==> config.mk <==
export PLATFORM = sky130hd
export DESIGN_NAME = lsu_ctrl
export DESIGN_NICKNAME = d
export VERILOG_FILES = /design/src/rtl/lsu_pkg.sv /design/src/rtl/lsu_load_extend.sv /design/src/rtl/lsu_ctrl.sv
export SDC_FILE = /design/constraint.sdc
export NUM_CORES = 1
export LEC_CHECK = 0
export ABC_AREA = 1
export ABC_CLOCK_PERIOD_IN_PS = 2550
export CAP_MARGIN = 10
export CELL_PAD_IN_SITES_DETAIL_PLACEMENT = 0
export CELL_PAD_IN_SITES_GLOBAL_PLACEMENT = 1
export CORE_MARGIN = 5
export CORE_UTILIZATION = 33
export DETAILED_ROUTE_END_ITERATION = 16
export PLACE_DENSITY_LB_ADDON = 0.1
export SYNTH_ARGS = -nofsm -noshare
export SYNTH_HDL_FRONTEND = slang
export SYNTH_SLANG_ARGS = --single-unit
==> constraint.sdc <==
create_clock -name clk -period 2.55 [get_ports clk]
set_clock_uncertainty 0.2 [all_clocks]
set_input_delay 0.51 -clock clk [delete_from_list [all_inputs] [get_ports clk]]
set_output_delay 0.51 -clock clk [all_outputs]
set_load 0.01 [all_outputs]
==> src/rtl/lsu_pkg.sv <==
// Shared types for the load/store sequencer: op encoding, FSM states, error codes
// and the op -> access size / signedness mapping.
package lsu_pkg;

  localparam logic [2:0] OP_LB  = 3'd0;
  localparam logic [2:0] OP_LBU = 3'd1;
  localparam logic [2:0] OP_LH  = 3'd2;
  localparam logic [2:0] OP_LHU = 3'd3;
  localparam logic [2:0] OP_LW  = 3'd4;
  localparam logic [2:0] OP_SB  = 3'd5;
  localparam logic [2:0] OP_SH  = 3'd6;
  localparam logic [2:0] OP_SW  = 3'd7;

  localparam logic [1:0] ERR_OK       = 2'd0;
  localparam logic [1:0] ERR_MISALIGN = 2'd1;
  localparam logic [1:0] ERR_TIMEOUT  = 2'd2;

  typedef enum logic [1:0] {ST_IDLE, ST_ACCESS, ST_RESP} state_t;
  typedef enum logic [1:0] {SZ_BYTE, SZ_HALF, SZ_WORD} size_t;

  typedef struct packed {
    size_t size;
    logic  sgn;
    logic  store;
  } op_info_t;

  function automatic size_t op_size(input logic [2:0] op);
    case (op)
      OP_LB, OP_LBU, OP_SB: op_size = SZ_BYTE;
      OP_LH, OP_LHU, OP_SH: op_size = SZ_HALF;
      default:              op_size = SZ_WORD;
    endcase
  endfunction

  function automatic op_info_t op_info(input logic [2:0] op);
    op_info.size  = op_size(op);
    op_info.sgn   = (op == OP_LB) || (op == OP_LH);
    op_info.store = (op >= OP_SB);
  endfunction

  function automatic logic [3:0] byte_en(input size_t sz, input logic [1:0] lane);
    case (sz)
      SZ_BYTE: byte_en = 4'b0001 << lane;
      SZ_HALF: byte_en = lane[1] ? 4'b1100 : 4'b0011;
      default: byte_en = 4'b1111;
    endcase
  endfunction

  function automatic logic [31:0] lane_replicate(input size_t sz, input logic [31:0] d);
    case (sz)
      SZ_BYTE: lane_replicate = {4{d[7:0]}};
      SZ_HALF: lane_replicate = {2{d[15:0]}};
      default: lane_replicate = d;
    endcase
  endfunction

endpackage

==> src/rtl/lsu_load_extend.sv <==
// Combinational lane select and sign/zero extension of a little-endian read word;
// zero latency, no flow control. Stores yield 0.
module lsu_load_extend
  import lsu_pkg::*;
(
  input  logic [2:0]  op,
  input  logic [1:0]  addr_lo,
  input  logic [31:0] word,
  output logic [31:0] result
);

  op_info_t    info;
  logic [7:0]  sel_b;
  logic [15:0] sel_h;

  always_comb begin
    info   = op_info(op);
    sel_b  = word[{addr_lo, 3'b000} +: 8];
    sel_h  = word[{addr_lo[1], 4'b0000} +: 16];
    result = 32'd0;
    if (!info.store) begin
      case (info.size)
        SZ_BYTE: result = {{24{info.sgn & sel_b[7]}}, sel_b};
        SZ_HALF: result = {{16{info.sgn & sel_h[15]}}, sel_h};
        default: result = word;
      endcase
    end
  end

endmodule

==> src/rtl/lsu_ctrl.sv <==
// One-at-a-time load/store sequencer: align check, word-aligned memory request, timed ack wait.
// Latency >= 2 cycles (1 when misaligned); stalls the pipeline and refuses requests while busy.
module lsu_ctrl
  import lsu_pkg::*;
#(
  parameter int MAX_WAIT = 255
) (
  input  logic        clk,
  input  logic        rst_n,
  input  logic        req_valid,
  output logic        req_ready,
  input  logic [2:0]  req_op,
  input  logic [31:0] req_addr,
  input  logic [31:0] req_wdata,
  output logic        resp_valid,
  output logic [31:0] resp_rdata,
  output logic [1:0]  resp_err,
  output logic        stall,
  output logic        mem_req,
  output logic        mem_we,
  output logic [3:0]  mem_be,
  output logic [31:0] mem_addr,
  output logic [31:0] mem_wdata,
  input  logic        mem_ack,
  input  logic [31:0] mem_rdata
);

  localparam logic [7:0] LAST_WAIT = 8'(MAX_WAIT - 1);

  state_t      state, state_nxt;
  logic [7:0]  wait_cnt;
  logic [2:0]  op_q;
  logic [1:0]  lane_q;
  logic [31:0] load_word;
  size_t       sz_in;
  logic        accept, misalign_in, timeout;

  assign sz_in       = op_size(req_op);
  assign accept      = req_valid && (state == ST_IDLE);
  assign misalign_in = ((sz_in == SZ_HALF) && req_addr[0]) ||
                       ((sz_in == SZ_WORD) && (req_addr[1:0] != 2'b00));
  assign timeout     = (wait_cnt == LAST_WAIT);

  always_ff @(posedge clk or negedge rst_n) begin
    if (!rst_n) state <= ST_IDLE;
    else        state <= state_nxt;
  end

  // Handshake outputs decode the state register directly so reset clears them at once.
  always_comb begin
    state_nxt = state;
    req_ready = 1'b0;
    stall     = 1'b1;
    mem_req   = 1'b0;
    case (state)
      ST_IDLE: begin
        req_ready = 1'b1;
        stall     = 1'b0;
        if (accept) state_nxt = misalign_in ? ST_RESP : ST_ACCESS;
      end
      ST_ACCESS: begin
        mem_req = 1'b1;
        if (mem_ack || timeout) state_nxt = ST_RESP;
      end
      ST_RESP: state_nxt = ST_IDLE;
      default: state_nxt = ST_IDLE;
    endcase
  end

  always_ff @(posedge clk or negedge rst_n) begin
    if (!rst_n) begin
      wait_cnt  <= 8'd0;
      op_q      <= OP_LB;
      lane_q    <= 2'b00;
      mem_we    <= 1'b0;
      mem_be    <= 4'b0000;
      mem_addr  <= 32'd0;
      mem_wdata <= 32'd0;
    end else begin
      if (state != ST_ACCESS) wait_cnt <= 8'd0;
      else if (!mem_ack)      wait_cnt <= wait_cnt + 8'd1;
      if (accept) begin
        op_q      <= req_op;
        lane_q    <= req_addr[1:0];
        mem_we    <= (req_op >= OP_SB);
        mem_be    <= byte_en(sz_in, req_addr[1:0]);
        mem_addr  <= {req_addr[31:2], 2'b00};
        mem_wdata <= lane_replicate(sz_in, req_wdata);
      end
    end
  end

  lsu_load_extend u_load_extend (
    .op      (op_q),
    .addr_lo (lane_q),
    .word    (mem_rdata),
    .result  (load_word)
  );

  // Response fields are only non-zero during the single RESP cycle; ack beats timeout.
  always_ff @(posedge clk or negedge rst_n) begin
    if (!rst_n) begin
      resp_valid <= 1'b0;
      resp_rdata <= 32'd0;
      resp_err   <= ERR_OK;
    end else begin
      resp_valid <= 1'b0;
      resp_rdata <= 32'd0;
      resp_err   <= ERR_OK;
      if (accept && misalign_in) begin
        resp_valid <= 1'b1;
        resp_err   <= ERR_MISALIGN;
      end else if (state == ST_ACCESS) begin
        if (mem_ack) begin
          resp_valid <= 1'b1;
          resp_rdata <= load_word;
        end else if (timeout) begin
          resp_valid <= 1'b1;
          resp_err   <= ERR_TIMEOUT;
        end
      end
    end
  end

endmodule

# Word-level counts from Yosys, hierarchy flattened

Cells that the tools add are included.

Add/subtract/negate cells: 1
Order comparisons: 2
Equality and inequality tests: 19
Shift operators: 3
Muxes and demuxes: 27
Bitwise operators: 2
Reduce and logical (&&, ||, !) cells: 18

Operators by type and width:

| operator              | number |
|---|---|
| $mux W32              | 4 |
| $pmux W32 S2          | 2 |
| $shiftx A32 B6 Y16    | 1 |
| $shiftx A32 B6 Y8     | 1 |
| $mux W8               | 2 |
| $mux W2               | 7 |
| $eq A3 B2 Y1 const B  | 4 |
| $eq A3 B3 Y1 const B  | 4 |
| $pmux W2 S2           | 3 |
| $reduce_or A3 Y1      | 4 |
| $add A8 B1 Y8 const B | 1 |
| $eq A8 B8 Y1 const B  | 1 |
| $pmux W4 S2           | 1 |
| $mux W1               | 7 |
| $eq A2 B1 Y1 const B  | 3 |
| $eq A3 B1 Y1 const B  | 2 |
| $ge A3 B3 Y1 const B  | 2 |
| $logic_not A2 Y1      | 3 |
| $logic_not A3 Y1      | 2 |
| $logic_and A1 B1 Y1   | 4 |
| $mux W4               | 1 |
| $ne A2 B1 Y1 const B  | 2 |
| $ne A2 B2 Y1 const B  | 2 |
| $shl A1 B2 Y4 const A | 1 |
| 5 further kinds       | 8 |

Register bits: 117
Bits of input ports: 103
Output and inout bits: 107
Logic and storage cells: 83

# Logic depth before layout (Yosys ltp)

Gate-level depths: netlist (run 1).

Depth in word-level cells: 9
Mapped depth: 10
Depth with buffers taken out: 9

# By module

Synthesis (run 1) repeated with hierarchy kept, for this count alone.

Cell total of the unflattened synthesis: 757
Area total of the unflattened synthesis: 5724.2 um2

By module, submodules not included:

| module          | times used | cells each | area each (um2) | seq. area each (um2) |
|---|---|---|---|---|
| lsu_ctrl        | 1          | 552        | 4790.8          | 2927.8 |
| lsu_load_extend | 1          | 205        | 933.4           | 0.0 |

# Least setup slack after synthesis (run 1)

Ideal clock, no wire load.

Kind: input port to flip-flop
From: input req_op[0]
To: register mem_wdata[13]
Library setup time: 0.118 ns
Data arrival time: 1.249 ns
Data required time: 2.232 ns
Path slack: 0.983 ns
Stages on the path: 7
Path buffers: 1
Path through: inv_1 -> nand2_1 -> nand2_1 -> clkbuf_1 -> o21ai_0 -> a21oi_1 -> nor2_1

Longest elaborated chain between the ends: 5
Elaborated cells between the ends (all ways): 12
Classes of those cells: 6 x eq/ne; 2 x mux; 4 x reduce/logical

RTL lines:

| what                                             | RTL line       | text |
|---|---|---|
| from (decl)                                      | lsu_ctrl.sv:12 | `input logic [2:0] req_op,` |
| $eq A3 B2 Y1 (tied with other cells)             | lsu_pkg.sv:28  | `case (op)` |
| $reduce_or A3 Y1                                 | lsu_pkg.sv:28  |  |
| $pmux W2 S2 (*)                                  | lsu_pkg.sv:28  |  |
| $eq A2 B1 Y1 or $logic_not A2 Y1 (tied branches) | lsu_pkg.sv:50  | `case (sz)` |
| $pmux W32 S2 (*)                                 | lsu_pkg.sv:50  |  |
| to (signal assigned)                             | lsu_ctrl.sv:88 | `mem_wdata <= lane_replicate(sz_in, req_wdata);` |
| to (decl)                                        | lsu_ctrl.sv:23 | `output logic [31:0] mem_wdata,` |

Every way passes the cells marked *; elsewhere a longest branch is shown, timed or not.
A chain may end at the register's enable or synchronous reset.

# Worst setup path in the final report (run 1)

From: register state[1]
To: output req_ready

Longest elaborated chain between the ends: 2

RTL lines:

| what                   | RTL line       | text |
|---|---|---|
| from (decl)            | lsu_ctrl.sv:30 | `state_t state, state_nxt;` |
| from (signal assigned) | lsu_ctrl.sv:46 | `else state <= state_nxt;` |
| $logic_not A2 Y1       | lsu_ctrl.sv:55 | `case (state)` |
| $mux W1                | lsu_ctrl.sv:55 |  |
| to (decl)              | lsu_ctrl.sv:11 | `output logic req_ready,` |

Every way passes these cells.

==> flow_metrics.py, run 1 <==
metrics = {
    "critical_path": {
        "critPathKind": "reg -> out",
        "critical_path_arrival_ns": 1.57,
        "start_kind": "flip-flop",
        "critPathMaxFanout": 3,
        "cp-end-kind": "output pin",
        "required_ns": 1.84,
    },
    "route": {
        "ant_nets": 0,
        "vias": 5089,
        "drt-total-wl_mm": 16.81,
        "avgRoutedWirePerCell_um": 14.95,
        "drtIter0Drc": 209,
        "via_per_inst": 4.528,
        "drc_errors": 0,
        "dr.pass1.iters": 4,
    },
    "run": {
        "cap_violations": 0,
    },
    "floorplanning": {
        "die_area_mm2": 0.01897,
        "num_io_pins": 210,
        "rows": 46,
        "start_util": 0.3378,
        "die_h_um": 137.7,
        "coreArea_mm2": 0.01594,
        "die_w_um": 137.7,
    },
    "layout": {
        "final_cell_mix": "nand2_1 (286), clkdlybuf4s50_1 (206), dfrtp_1 (117), o21ai_0 (69), inv_1 (56)",
        "fin_nets": 1001,
        "fill_cells": 1525,
        "post-route-util": 0.5209,
        "final_common_cell": "nand2_1",
        "final_cell_area_mm2": 0.008304,
        "n_antenna_cell": 0,
        "area_delta_synth_final_pct": 54.21,
        "layout-drive-gt1-share": 0.05837,
    },
    "timing": {
        "setup_violations": 0,
        "finalWorstSetupSlack_ns": 0.2673,
        "finalHoldViolations": 0,
        "period_share": 0.8952,
        "period_minus_slack_ns": 2.283,
        "max_freq_mhz": 438.1,
        "rsz0062_at_grt": "no",
        "max-slew-margin-rel": 0.6071,
        "slew_viol_final": 0,
        "totalNegativeSetupSlack_ns": 0,
        "worst_slew_pin_slew_ns": 0.5872,
    },
    "power_and_ir_drop": {
        "ir_worst_vdd_mv": 0.5428,
        "power_frac_clock": 0.309,
        "switching_share": 0.3298,
        "pwr-share-seq": 0.325,
        "p_int_w": 0.005478,
        "p_leak_nw": 4.103,
        "p_per_area_mw_per_mm2": 984.2,
        "p_sw_w": 0.002695,
        "combPwrFrac": 0.366,
    },
    "synthesis": {
        "synth_xor_area_frac": 0,
        "synth_cell_type_count": 25,
        "synth_compound_area_frac": 0.09038,
        "synth_top_family_by_area": "simple AND/OR/NAND/NOR gates",
        "synthArstFlopShare": 1.000,
        "synth_area_leaders": "dfrtp_1 (54%), nand2_1 (20%), o21ai_0 (6.4%), inv_1 (3.9%), nor2_1 (3.6%)",
        "avgSynthCellArea_um2": 7.805,
        "synth-edff-count": 0,
        "muxShareOfSynthArea": 0,
        "synth_seq_area_share": 0.5437,
        "synth_top_area_frac": 0.5437,
        "synth_flop_cell": "dfrtp_1",
        "yosys_register_bits": 117,
        "synth_area_mm2": 0.005385,
        "ys.warnings.count": 0,
        "yosysTopAreaCell": "dfrtp_1",
        "yosys.area_share.simple": 0.2832,
        "synthAdderAreaFrac": 0.004647,
        "synth_cells": 690,
    },
    "global_route": {
        "grt_max_degree": 69,
        "antenna_found_initial": 0,
        "track_usage": 0.1796,
        "grt_pass1_wl_mm": 26.41,
        "overflow": 0,
        "grt_pass1_vias": 5102,
    },
    "clock_network": {
        "post_cts_resized": 0,
        "cts_tree": "done",
        "insertion_delay_ns": 0.41,
        "htreeDepth": 4,
        "cts_buffers": 17,
        "clk_pin_slew_worst_paths_ns": 0.05,
        "cts.sinks": 117,
        "clockRootBuffer": "clkbuf_16",
        "cts_buffer_depth": 2,
    },
    "placed_design": {
        "place_area_mm2": 0.007669,
        "portBuffers": 207,
        "pre_cts_ws_ns": 0.2161,
        "post-dp-hpwl_mm": 12.46,
        "place_congestion": 0.8549,
    },
    "worst_hold_path": {
        "hp-class": "reg -> reg",
    },
    "outcome": {
        "status": "completed",
    },
}
cell type report:
| cell class | count | area, um2 | area share |
|---|---|---|---|
| clock buffer | 23 | 478.0 | 0.05756 |
| clock inverter | 8 | 147.6 | 0.01778 |
| inverter | 59 | 224.0 | 0.02697 |
| multi-input combinational | 482 | 2044 | 0.2462 |
| sequential | 117 | 2928 | 0.3526 |
| tap | 216 | 270.3 | 0.03254 |
| timing repair buffer | 219 | 2212 | 0.2664 |
cell usage after synthesis (4+ instances only):
| cell | instances |
|---|---|
| nand2_1 | 286 |
| dfrtp_1 | 117 |
| o21ai_0 | 69 |
| inv_1 | 56 |
| nor2_1 | 52 |
| nand3_1 | 28 |
| a21oi_1 | 21 |
| buf_2 | 15 |
| clkbuf_1 | 8 |
| o21ai_1 | 6 |
| buf_4 | 5 |
| nand2_2 | 5 |
| buf_6 | 4 |
final timing paths:
path                              start              to  slack, ns  cells past startpoint
min in group asynchronous         rst_n  resp_rdata[24]       0.35                      2
min reg2reg                mem_addr[21]    mem_addr[21]       0.28                      2
max reg2reg                    state[1]   mem_wdata[24]       0.63                      7
max in group asynchronous         rst_n   mem_wdata[11]       1.10                      3
max                            state[1]       req_ready       0.27                      2
min                        mem_addr[21]    mem_addr[21]       0.28                      2
critical path, cell delays in order, from the launching register on:
cell and delay, ns:
dfrtp_1 0.43, nor2_4 0.18, clkdlybuf4s50_1 0.56
flip-flops by register name (all words and copies together), names as in the netlist:
signal	flops
lane_q	2
mem_wdata	32
mem_we	1
resp_rdata	32
op_q	3
mem_addr	30
state	2
resp_err	2
wait_cnt	8
resp_valid	1
mem_be	4
kinds of logic (layout without fill, tap and decap cells):
family / count (synthesis) / count (layout)
other cells: 1 / 2
fa+ha+maj: 2 / 2
compound gates: 97 / 97
buf+inv: 92 / 309
simple gates: 381 / 381
flops: 117 / 117
through the flow:
stage	hold slack, ns	instances	power, W
after CTS	0.2796	1124	0.008296
after floorplan	0.01441	691	0.004146
after global routing	0.2951	1124	0.008723
after detailed placement	0.2535	1092	0.005702
after global placement	0.2506	1092	0.005681
final	0.2770	1124	0.008173
power by group through the flow:
stage	Combinational (W)	Clock [W]	Sequential [W]
2_1_floorplan	0.00128	0	0.00286
3_3_place_gp	0.00301	0	0.00267
3_5_place_dp	0.00303	0	0.00267
4_1_cts	0.00305	0.00259	0.00266
5_1_grt	0.00332	0.00268	0.00273
6_report	0.00299	0.00253	0.00266
per-layer routing:
| metal | track usage | vias to the layer above | wire length (um) |
|---|---|---|---|
| met2 | 0.2950 | 153 | 8178 |
| li1 | - | 2551 | - |
| met3 | 0.07487 | 17 | 1545 |
| met5 | 0 | - | 0 |
| met4 | 0.05324 | 0 | 221 |
| met1 | 0.2156 | 2368 | 6859 |
what timing repair did:
action	in CTS	in global routing
hold buffers	1	0
setup buffers	0	0
endpoints found under the hold margin	24	0
No activity file was read; power rests on OpenSTA's default activity.
==> run 2: changes to the inputs <==
--- a/config.mk
+++ b/config.mk
@@ -12,8 +12,10 @@
 export CELL_PAD_IN_SITES_GLOBAL_PLACEMENT = 1
 export CORE_MARGIN = 5
 export CORE_UTILIZATION = 33
+export CTS_CLUSTER_SIZE = 20
 export DETAILED_ROUTE_END_ITERATION = 16
 export PLACE_DENSITY_LB_ADDON = 0.1
+export SLEW_MARGIN = 0
 export SYNTH_ARGS = -nofsm -noshare
 export SYNTH_HDL_FRONTEND = slang
 export SYNTH_SLANG_ARGS = --single-unit
==> results of run 2 <==
Same layout as run 1: the final DEF is identical, and so are final timing and power.
